## config.mk

```make
export PLATFORM = sky130hd
export DESIGN_NAME = fp_mult_core
export DESIGN_NICKNAME = d
export VERILOG_FILES = /design/src/rtl/fp_pkg.sv /design/src/rtl/fp_round.sv /design/src/rtl/fp_mult_core.sv
export SDC_FILE = /design/constraint.sdc
export NUM_CORES = 1
export LEC_CHECK = 0
export BUFFER_PORTS_ARGS = -buffer_cell sky130_fd_sc_hd__buf_2
export CAP_MARGIN = 20
export CORE_MARGIN = 2
export CORE_UTILIZATION = 30
export CTS_BUF_LIST = sky130_fd_sc_hd__clkbuf_4
export DETAILED_ROUTE_END_ITERATION = 7
export HOLD_SLACK_MARGIN = 0.06
export PLACE_DENSITY = 0.51
export SLEW_MARGIN = 10
export SYNTH_ARGS = -nofsm -noshare
export SYNTH_HDL_FRONTEND = slang
export SYNTH_SLANG_ARGS = --single-unit
export TNS_END_PERCENT = 100
```

## constraint.sdc

```tcl
create_clock -name clk -period 7 [get_ports clk]
set_input_delay 1.4 -clock clk [delete_from_list [all_inputs] [get_ports clk]]
set_output_delay 1.4 -clock clk [all_outputs]
set_load 0.05 [all_outputs]
```

## src/rtl/fp_pkg.sv

```systemverilog
// Shared floating-point definitions: FSM state encoding, rounding-mode codes
// and the rounding-increment decision used by every FP core.
package fp_pkg;

  typedef enum logic [2:0] {
    ST_IDLE  = 3'd0,
    ST_MULT  = 3'd1,
    ST_NORM  = 3'd2,
    ST_ROUND = 3'd3,
    ST_DONE  = 3'd4
  } fp_state_e;

  // Rounding-mode codes shared with the rest of the FP family.
  localparam logic [2:0] RND_IEEE_NEAR = 3'd0;
  localparam logic [2:0] RND_IEEE_ZERO = 3'd1;
  localparam logic [2:0] RND_IEEE_PINF = 3'd2;
  localparam logic [2:0] RND_IEEE_NINF = 3'd3;
  localparam logic [2:0] RND_NEAR_UP   = 3'd4;
  localparam logic [2:0] RND_AWAY_ZERO = 3'd5;

  localparam logic [4:0] MULT_LAST = 5'd23;

  function automatic logic round_inc(input logic [2:0] rnd, input logic sign,
                                     input logic lsb, input logic g, input logic s);
    logic inc;
    case (rnd)
      RND_IEEE_NEAR: inc = g & (s | lsb);
      RND_NEAR_UP:   inc = g;
      RND_IEEE_ZERO: inc = 1'b0;
      RND_IEEE_PINF: inc = ~sign & (g | s);
      RND_IEEE_NINF: inc = sign & (g | s);
      RND_AWAY_ZERO: inc = g | s;
      default:       inc = 1'b0;
    endcase
    return inc;
  endfunction

endpackage

```

## src/rtl/fp_round.sv

```systemverilog
// Combinational rounding stage: applies the mode-dependent increment,
// renormalises on carry-out and derives the raw range/inexact status.
module fp_round
  import fp_pkg::*;
(
  input  logic              sign,
  input  logic signed [9:0] exp_in,
  input  logic [23:0]       sig_in,
  input  logic              g,
  input  logic              s,
  input  logic [2:0]        rnd,
  output logic [31:0]       z,
  output logic              overflow,
  output logic              underflow,
  output logic              inexact
);

  logic              inc_s;
  logic [24:0]       sum_s;
  logic [22:0]       mant_s;
  logic signed [9:0] exp_s;

  // Increment, carry renormalisation and flag derivation
  always_comb begin
    inc_s = round_inc(rnd, sign, sig_in[0], g, s);
    sum_s = {1'b0, sig_in} + {24'd0, inc_s};
    if (sum_s[24]) begin
      mant_s = sum_s[23:1];
      exp_s  = exp_in + 10'sd1;
    end else begin
      mant_s = sum_s[22:0];
      exp_s  = exp_in;
    end
    overflow  = (exp_s >= 10'sd255);
    underflow = (exp_s <= 10'sd0);
    inexact   = g | s;
    z         = {sign, exp_s[7:0], mant_s};
  end

endmodule

```

## src/rtl/fp_mult_core.sv

```systemverilog
// Sequential binary32 multiplier core: radix-2 shift-add significand product,
// single-step normalisation and shared rounding; results held until consumed.
module fp_mult_core
  import fp_pkg::*;
(
  input  logic        clk,
  input  logic        rst_n,
  input  logic        in_valid,
  output logic        in_ready,
  input  logic [31:0] a,
  input  logic [31:0] b,
  input  logic [2:0]  rnd,
  output logic        out_valid,
  input  logic        out_ready,
  output logic [31:0] z_calc,
  output logic        overflow,
  output logic        underflow,
  output logic        inexact
);

  fp_state_e         state_r;
  fp_state_e         state_nxt_s;
  logic [4:0]        cnt_r;
  logic [47:0]       prod_r;
  logic [23:0]       mcand_r;
  logic signed [9:0] exp_r;
  logic              sign_r;
  logic [2:0]        rnd_r;
  logic [23:0]       sig_r;
  logic              g_r;
  logic              s_r;
  logic [24:0]       add_s;
  logic [31:0]       rnd_z_s;
  logic              rnd_ovf_s;
  logic              rnd_unf_s;
  logic              rnd_inx_s;
  logic [31:0]       z_calc_r;
  logic              ovf_r;
  logic              unf_r;
  logic              inx_r;
  logic              in_ready_r;
  logic              out_valid_r;

  // Next-state decode
  always_comb begin
    state_nxt_s = state_r;
    case (state_r)
      ST_IDLE: begin
        if (in_valid) state_nxt_s = ST_MULT;
        else          state_nxt_s = ST_IDLE;
      end
      ST_MULT: begin
        if (cnt_r == MULT_LAST) state_nxt_s = ST_NORM;
        else                    state_nxt_s = ST_MULT;
      end
      ST_NORM:  state_nxt_s = ST_ROUND;
      ST_ROUND: state_nxt_s = ST_DONE;
      ST_DONE: begin
        if (out_ready) state_nxt_s = ST_IDLE;
        else           state_nxt_s = ST_DONE;
      end
      default: state_nxt_s = ST_IDLE;
    endcase
  end

  // State register with handshake outputs registered from the next state
  always_ff @(posedge clk or negedge rst_n) begin
    if (!rst_n) begin
      state_r     <= ST_IDLE;
      in_ready_r  <= 1'b1;
      out_valid_r <= 1'b0;
    end else begin
      state_r     <= state_nxt_s;
      in_ready_r  <= (state_nxt_s == ST_IDLE);
      out_valid_r <= (state_nxt_s == ST_DONE);
    end
  end

  // Partial-product accumulate: upper half plus multiplicand when the LSB is set
  always_comb begin
    if (prod_r[0]) add_s = {1'b0, prod_r[47:24]} + {1'b0, mcand_r};
    else           add_s = {1'b0, prod_r[47:24]};
  end

  fp_round u_round (
    .sign      (sign_r),
    .exp_in    (exp_r),
    .sig_in    (sig_r),
    .g         (g_r),
    .s         (s_r),
    .rnd       (rnd_r),
    .z         (rnd_z_s),
    .overflow  (rnd_ovf_s),
    .underflow (rnd_unf_s),
    .inexact   (rnd_inx_s)
  );

  // Datapath: operand capture, shift-add, normalisation and result capture
  always_ff @(posedge clk or negedge rst_n) begin
    if (!rst_n) begin
      cnt_r    <= 5'd0;
      prod_r   <= 48'd0;
      mcand_r  <= 24'd0;
      exp_r    <= 10'sd0;
      sign_r   <= 1'b0;
      rnd_r    <= 3'd0;
      sig_r    <= 24'd0;
      g_r      <= 1'b0;
      s_r      <= 1'b0;
      z_calc_r <= 32'd0;
      ovf_r    <= 1'b0;
      unf_r    <= 1'b0;
      inx_r    <= 1'b0;
    end else begin
      case (state_r)
        ST_IDLE: begin
          if (in_valid) begin
            mcand_r <= {|a[30:23], a[22:0]};
            prod_r  <= {24'd0, |b[30:23], b[22:0]};
            exp_r   <= $signed({2'b00, a[30:23]}) + $signed({2'b00, b[30:23]}) - 10'sd127;
            sign_r  <= a[31] ^ b[31];
            rnd_r   <= rnd;
            cnt_r   <= 5'd0;
          end
        end
        ST_MULT: begin
          prod_r <= {add_s, prod_r[23:1]};
          cnt_r  <= (cnt_r == MULT_LAST) ? 5'd0 : cnt_r + 5'd1;
        end
        ST_NORM: begin
          // Product lies in [1,4); a set top bit means one right shift
          if (prod_r[47]) begin
            sig_r <= prod_r[47:24];
            g_r   <= prod_r[23];
            s_r   <= |prod_r[22:0];
            exp_r <= exp_r + 10'sd1;
          end else begin
            sig_r <= prod_r[46:23];
            g_r   <= prod_r[22];
            s_r   <= |prod_r[21:0];
          end
        end
        ST_ROUND: begin
          z_calc_r <= rnd_z_s;
          ovf_r    <= rnd_ovf_s;
          unf_r    <= rnd_unf_s;
          inx_r    <= rnd_inx_s;
        end
        ST_DONE: begin
          z_calc_r <= z_calc_r;
        end
        default: begin
          cnt_r <= 5'd0;
        end
      endcase
    end
  end

  assign in_ready  = in_ready_r;
  assign out_valid = out_valid_r;
  assign z_calc    = z_calc_r;
  assign overflow  = ovf_r;
  assign underflow = unf_r;
  assign inexact   = inx_r;

endmodule

```

* After elaboration in Yosys (flattened, before gate mapping)
Index checks and enable logic that the tools add are counted.
** Word-level totals
- Register bits :: 157
- Output and inout bits :: 37
- Input bits :: 71
** Cells by class
- $lt $le $gt $ge :: 2
- Multiplexer cells :: 19
- $add $sub $neg :: 6
- Bitwise gates (word level) :: 8
- Reductions and logical operators :: 14
- Equal/unequal tests :: 12
** Operators with widths (number)
- case mux 48 bit (2 select lines) :: 1
- two-way mux 48 bit :: 1
- two-way mux 10 bit :: 3
- adder 24 x 1 -> 25 bit :: 1
- adder 24 x 24 -> 25 bit :: 1
- two-way mux 25 bit :: 1
- two-way mux 24 bit :: 1
- two-way mux 23 bit :: 1
- OR reduction 23 bit :: 1
- OR reduction 22 bit :: 1
- case mux 10 bit (2 select lines) :: 1
- OR reduction 8 bit :: 2
- case mux 3 bit (5 select lines) :: 1
- case mux 5 bit (3 select lines) :: 1
- equality test 3 x 2 -> 1 bit (second input constant) :: 4
- equality test 3 bit (second input constant) :: 4
- adder 10 x 2 -> 10 bit (second input constant) :: 1
- greater-or-equal comparator 10 x 9 -> 1 bit (second input constant) :: 1
- <= comparator 10 x 1 -> 1 bit (second input constant) :: 1
- two-way mux 5 bit :: 2
- subtractor 9 x 7 -> 10 bit (second input constant) :: 1
- adder 8 x 8 -> 9 bit :: 1
- logical NOT 3 bit :: 3
- AND reduction 2 bit :: 3
- other kinds (15) :: 23

* Depth between registers and ports, before layout
- Depth in word-level cells :: 6
- Mapped depth :: 16
- Mapped depth without buffers :: 14

* Modules after synthesis
From an unflattened synthesis, not the netlist that was laid out.
** Second synthesis, totals
- Cell total of the unflattened synthesis :: 1069
- Area, all modules :: 9608.0 um2
** Modules (own cells, without submodules)
- fp_mult_core :: area an instance 8444.3 um2, seq. area each 3930.0 um2, cells each 889, times used 1
- fp_round :: area an instance 1163.6 um2, seq. area each 0.0 um2, cells each 180, times used 1

* Least setup slack after synthesis
No wires, ideal clock.
- Path kind :: input to register
- Start point :: input a[24]
- End point :: register exp_r[9]
- Arrival time :: 3.191 ns
- Cell stages on the path :: 11
- Slack :: 3.727 ns
- Cells stage by stage :: ha_1 -> ha_1 -> fa_1 -> a21oi_1 -> nor2_1 -> nor2_1 -> o21bai_1 -> a21oi_1 -> o2111a_1 -> a21oi_1 -> o21ai_0
** Between the ends
- Cells in the longest elaborated chain, start to end :: 4
** RTL lines
- start, declared :: RTL line fp_mult_core.sv:10 : input logic [31:0] a,
- adder 8 x 8 -> 9 bit :: RTL line fp_mult_core.sv:120 : exp_r <= $signed({2'b00, a[30:23]}) + $signed({2'b00, b[30:23]}) - 10'sd127;
- subtractor 9 x 7 -> 10 bit :: RTL line fp_mult_core.sv:120
- two-way mux 10 bit :: RTL line fp_mult_core.sv:117 : if (in_valid) begin
- case mux 10 bit (2 select lines) :: RTL line fp_mult_core.sv:115 : case (state_r)
- end signal, assigned :: RTL line fp_mult_core.sv:120
- end signal, assigned :: RTL line fp_mult_core.sv:136 : exp_r <= exp_r + 10'sd1;
- end, declared :: RTL line fp_mult_core.sv:26 : logic signed [9:0] exp_r;
Every way passes these cells. The select of a mux whose other input is x is not followed.
A chain may end at the register's enable or synchronous reset.

* Final worst setup path
- Start point :: register rnd_r[0]
- End point :: register unf_r (netlist: underflow)
** Between the ends
- Cells in the longest elaborated chain, start to end :: 5
** RTL lines
- start, declared :: RTL line fp_mult_core.sv:28 : logic [2:0] rnd_r;
- start signal, assigned :: RTL line fp_mult_core.sv:122 : rnd_r <= rnd;
- equality test 3 bit (tied with other cells) :: RTL line fp_pkg.sv:26 : case (rnd)
- case mux 1 bit (5 select lines) * :: RTL line fp_pkg.sv:26
- adder 24 x 1 -> 25 bit * :: RTL line fp_round.sv:26 : sum_s = {1'b0, sig_in} + {24'd0, inc_s};
- two-way mux 10 bit * :: RTL line fp_round.sv:27 : if (sum_s[24]) begin
- <= comparator 10 x 1 -> 1 bit * :: RTL line fp_round.sv:35 : underflow = (exp_s <= 10'sd0);
- end signal, assigned :: RTL line fp_mult_core.sv:146 : unf_r <= rnd_unf_s;
- end, declared :: RTL line fp_mult_core.sv:39 : logic unf_r;
Mark *: on every way between the ends. The rest lies on a longest branch, timed or not.

==> qor_table.md <==
| Stage | Item | This run |
| --- | --- | --- |
| clock tree | Clock tree from TritonCTS | yes |
| layout | Area growth, synth to finish | 14.04% |
| clock tree | Clock insertion delay at the later pin of the skew report | 550 ps |
| global route | First-pass GRT wire length | 36860 um |
| power and ir drop | Cell Pwr Density | 416.4 mW/mm2 |
| die | Vertical die dimension | 176.7 um |
| critical path | Reg-to-reg setup timing slack | 3870 ps |
| place | Post-place instance area | 0.009828 mm2 |
| logic synthesis | Number of distinct library cell variants in the gate-level netlist after synthesis | 65 |
| critical path | Required time of the critical path | 7490 ps |
| drt | Total wire length after detailed routing | 22270 um |
| die | I/O pin count | 108 |
| global route | Initial antenna violation count | 2 |
| logic synthesis | Share of flip-flops with an asynchronous set or reset | 1.000 |
| timing | Shortest clock period the worst path allows after layout | 3131 ps |
| logic synthesis | Syn. warnings | 0 |
| logic synthesis | Most common cell in the netlist | nand2_1 |
| drt | Detailed Routing Iterations Pass 1 | 5 |
| logic synthesis | Number of nets produced by synthesis | 1139 |
| power and ir drop | Static power due to leakage | 4.688 nW |
| clock tree | Buffer type at the clock tree root | clkbuf_4 |
| timing | Worst-case headroom to the max-slew limit | 0.3891 |
| critical path | Maximum fanout along the worst path | 12 |
| layout | FILL cells | 3135 |
| global route | Grt ovf | 0 |
| timing | Slew Limit Fails | 0 |
| clock tree | Cts bufs inserted | 17 |
| logic synthesis | Cell taking the most area after synthesis | dfrtp_1 |
| place | Final weighted congestion in routability-driven placement | 0.7868 |
| drt | Number of vias after detailed routing | 7263 |
| clock tree | Bufs on Longest Clock Path | 2 |
| logic synthesis | Number of synthesized register bits | 157 |
| place | Cell total after placement | 1473 |
| clock tree | # resized after CTS | 0 |
| clock tree | Total setup buffers inserted after CTS | 0 |
| logic synthesis | Share of the yosys chip area belonging to registers | 0.4392 |
| logic synthesis | Area fraction in compound gates after synthesis | 0.1721 |
| timing | Final clock skew | 17.67 ps |
| critical path | Setup crit start kind | flip-flop |
| critical path | Capturing element type of the critical path | flip-flop |
| clock tree | Htree depth | 4 |
| worst hold path | Endpoint, Worst Hold | z_calc[1] |
| logic synthesis | Mapped Area | 0.008949 mm2 |
| logic synthesis | Number of enable-type register cells in the synthesized netlist | 0 |
| worst hold path | Min-Delay Path Depth | 2 |
| logic synthesis | Simple-gate area share of the yosys netlist | 0.1967 |
| timing | Worst hold margin | 473.4 ps |
| logic synthesis | Post-synth top cells | nand2_1, dfrtp_1, o21ai_0 |
| layout | Final core area utilization | 0.3462 |
| critical path | R2r endpoint | underflow |
| timing | Highest attainable clock frequency | 319.4 MHz |
| timing | Unrepaired setup endpoints after global routing | false |
| global route | Via count of the first global-routing pass | 7050 |
| timing | Hold Fails Final Rpt | 0 |
| critical path | Endpoint arrival time on the critical path | 3620 ps |
| timing | Worst slew pin tran | 916.3 ps |
| global route | Overall global routing resource usage | 0.1473 |
| worst hold path | Worst min-delay path category | reg2reg |
| die | Placeable core region | 0.02948 mm2 |
| die | Die width | 176.7 um |
| logic synthesis | Dominant cells by area after synthesis | dfrtp_1, nand2_1, ha_1 |
| clock tree | Number of sinks handled by clock tree synthesis | 157 |
| drt | Wire length per cell | 14.76 um |
| critical path | Length in cells of the worst reg-to-reg path | 12 |
| logic synthesis | Post-Synth Adder-Cell Area | 0.06460 |
| layout | Cell Count, Final, Fillers Out | 1509 |
| place | Number of I/O port buffers | 107 |
| place | DP Wirelength | 16200 um |
| worst hold path | Hold Startpoint | z_calc[1] |
| clock tree | Clock slew at reported path FFs | 130 ps |
| critical path | Worst reg2reg path startpoint | rnd_r[0] |
| logic synthesis | Largest family of logic cells by synthesized area | simple AND/OR/NAND/NOR gates |
| layout | Layout Cell Area excl Fill | 0.01020 mm2 |
| critical path | Setup CP Type | reg2reg |
| drt | Number of nets with antenna violations after routing | 0 |
| status | Status | complete, no violations |
| logic synthesis | Most common flop cell mapped by yosys | dfrtp_1 |
| run | Reported max-cap violation count | 0 |
| die | Placement Rows | 63 |
| die | Initial cell density of the core | 0.3035 |
| clock tree | Hold_buf cts | 0 |
| logic synthesis | Parity-gate share of the synthesized area counting xor and xnor cells | 0.05481 |
| drt | Violation count after the first detailed-route iteration | 374 |
| timing | Final setup violation count | 0 |
| logic synthesis | Average footprint of a synthesized cell | 8.747 um2 |
| layout | Layout cell share with drive strength beyond 1 | 0.1468 |
| drt | Post-route DRC | 0 |
| logic synthesis | Multiplexer area fraction after synthesis | 0.03691 |
| logic synthesis | Top-area cell type share of the netlist area | 0.4362 |
| die | Die area | 0.03123 mm2 |
| drt | Average via count per standard cell | 4.813 |
| power and ir drop | IR drop worst, VDD | 0.1338 mV |
| global route | Largest net degree at the start of global routing | 98 |
| layout | Number of nets at the end of the flow | 1220 |
| logic synthesis | Cell count after synthesis | 1023 |
| timing | Sum Neg Setup Slack | 0 ps |
| timing | Share of the cycle needed by the critical path after routing | 0.4473 |
[layout by cell type, fill, tap and decap left out, types with 10 or more instances in the layout]
| cell type | n |
|---|---|
| clkbuf_4 | 19 |
| buf_2 | 106 |
| mux2i_1 | 33 |
| and3_1 | 10 |
| xnor2_1 | 32 |
| nand2_1 | 221 |
| ha_1 | 43 |
| o21ai_1 | 25 |
| dfrtp_1 | 156 |
| inv_1 | 24 |
| nor4_1 | 11 |
| a21oi_1 | 49 |
| o21ai_0 | 81 |
| a31oi_1 | 38 |
| nor2_1 | 69 |
| nand3_1 | 19 |
| nor3_1 | 10 |
| xor2_1 | 24 |
[power breakdown]
group | switching [mW] | leakage [nW] | total (mW) | internal, mW
Combinational | 1.19 | 2.54 | 2.05 | 0.865
Sequential | 0.343 | 1.99 | 1.57 | 1.23
Clock | 0.333 | 0.164 | 0.621 | 0.288
Total | 1.86 | 4.69 | 4.25 | 2.38
[metal layers]
layer  part of all wire  global-route usage  vias up
met5                  0                   0        -
met2               0.42              0.2205      119
met1               0.53              0.2158     3370
li1                   -                   -     3757
met4              0.014             0.04649        0
met3              0.034             0.02491       17
[state kept, by name (all words and copies together), names as in the netlist]
name	count
exp_r	10
state_r	3
sign_r	1
s_r	1
cnt_r	5
g_r	1
mcand_r	24
rnd_r	3
out_valid	1
z_calc	32
underflow	1
in_ready	1
inexact	1
sig_r	24
overflow	1
prod_r	48
[how the worst max path moves through the flow]
stage / start / endpoint / slack (ps)
6_report: rnd_r[0] / underflow / 3870
5_1_grt: rnd_r[0] / underflow / 3620
3_5_place_dp: a[24] / exp_r[9] / 3380
4_1_cts: rnd_r[0] / underflow / 3820
3_3_place_gp: a[25] / exp_r[8] / 3480
2_1_floorplan: a[24] / exp_r[9] / 3730
[area by class of cell]
| type | count | area [um2] | share of cell area |
|---|---|---|---|
| diodes | 2 | 5.005 | 0.0004904 |
| clock buffers | 19 | 142.6 | 0.01398 |
| clock inverters | 13 | 173.9 | 0.01704 |
| inverters | 24 | 90.09 | 0.008828 |
| multi-input cells | 787 | 4706 | 0.4611 |
| flip-flops and latches | 157 | 3930 | 0.3851 |
| well taps | 390 | 488.0 | 0.04782 |
| repair buffers | 117 | 669.4 | 0.06560 |
[worst max-delay path, cell delays in order (launching register included)]
cell     delay (ps)
dfrtp_1         440
xor2_1          170
o41ai_1         270
ha_1            280
ha_1            200
and3_1          180
and3_1          330
nand4_4         260
nor3_2          230
a21oi_1          80
o32a_1          290
o31ai_1         200
o21a_1          150
[through the flow]
step | total power [mW] | setup WS [ps]
finish | 4.249 | 3869
global route | 4.657 | 3620
CTS | 4.282 | 3817
detailed placement | 3.647 | 3376
global placement | 3.612 | 3477
floorplan | 3.149 | 3727
[cell families after synthesis]
logic type,after synthesis
fa+ha+maj,45
compound gates,258
buf+inv,79
flops,157
mux,33
simple gates,395
xor+xnor,56
Note: power is estimated with default switching activity, not from simulation.
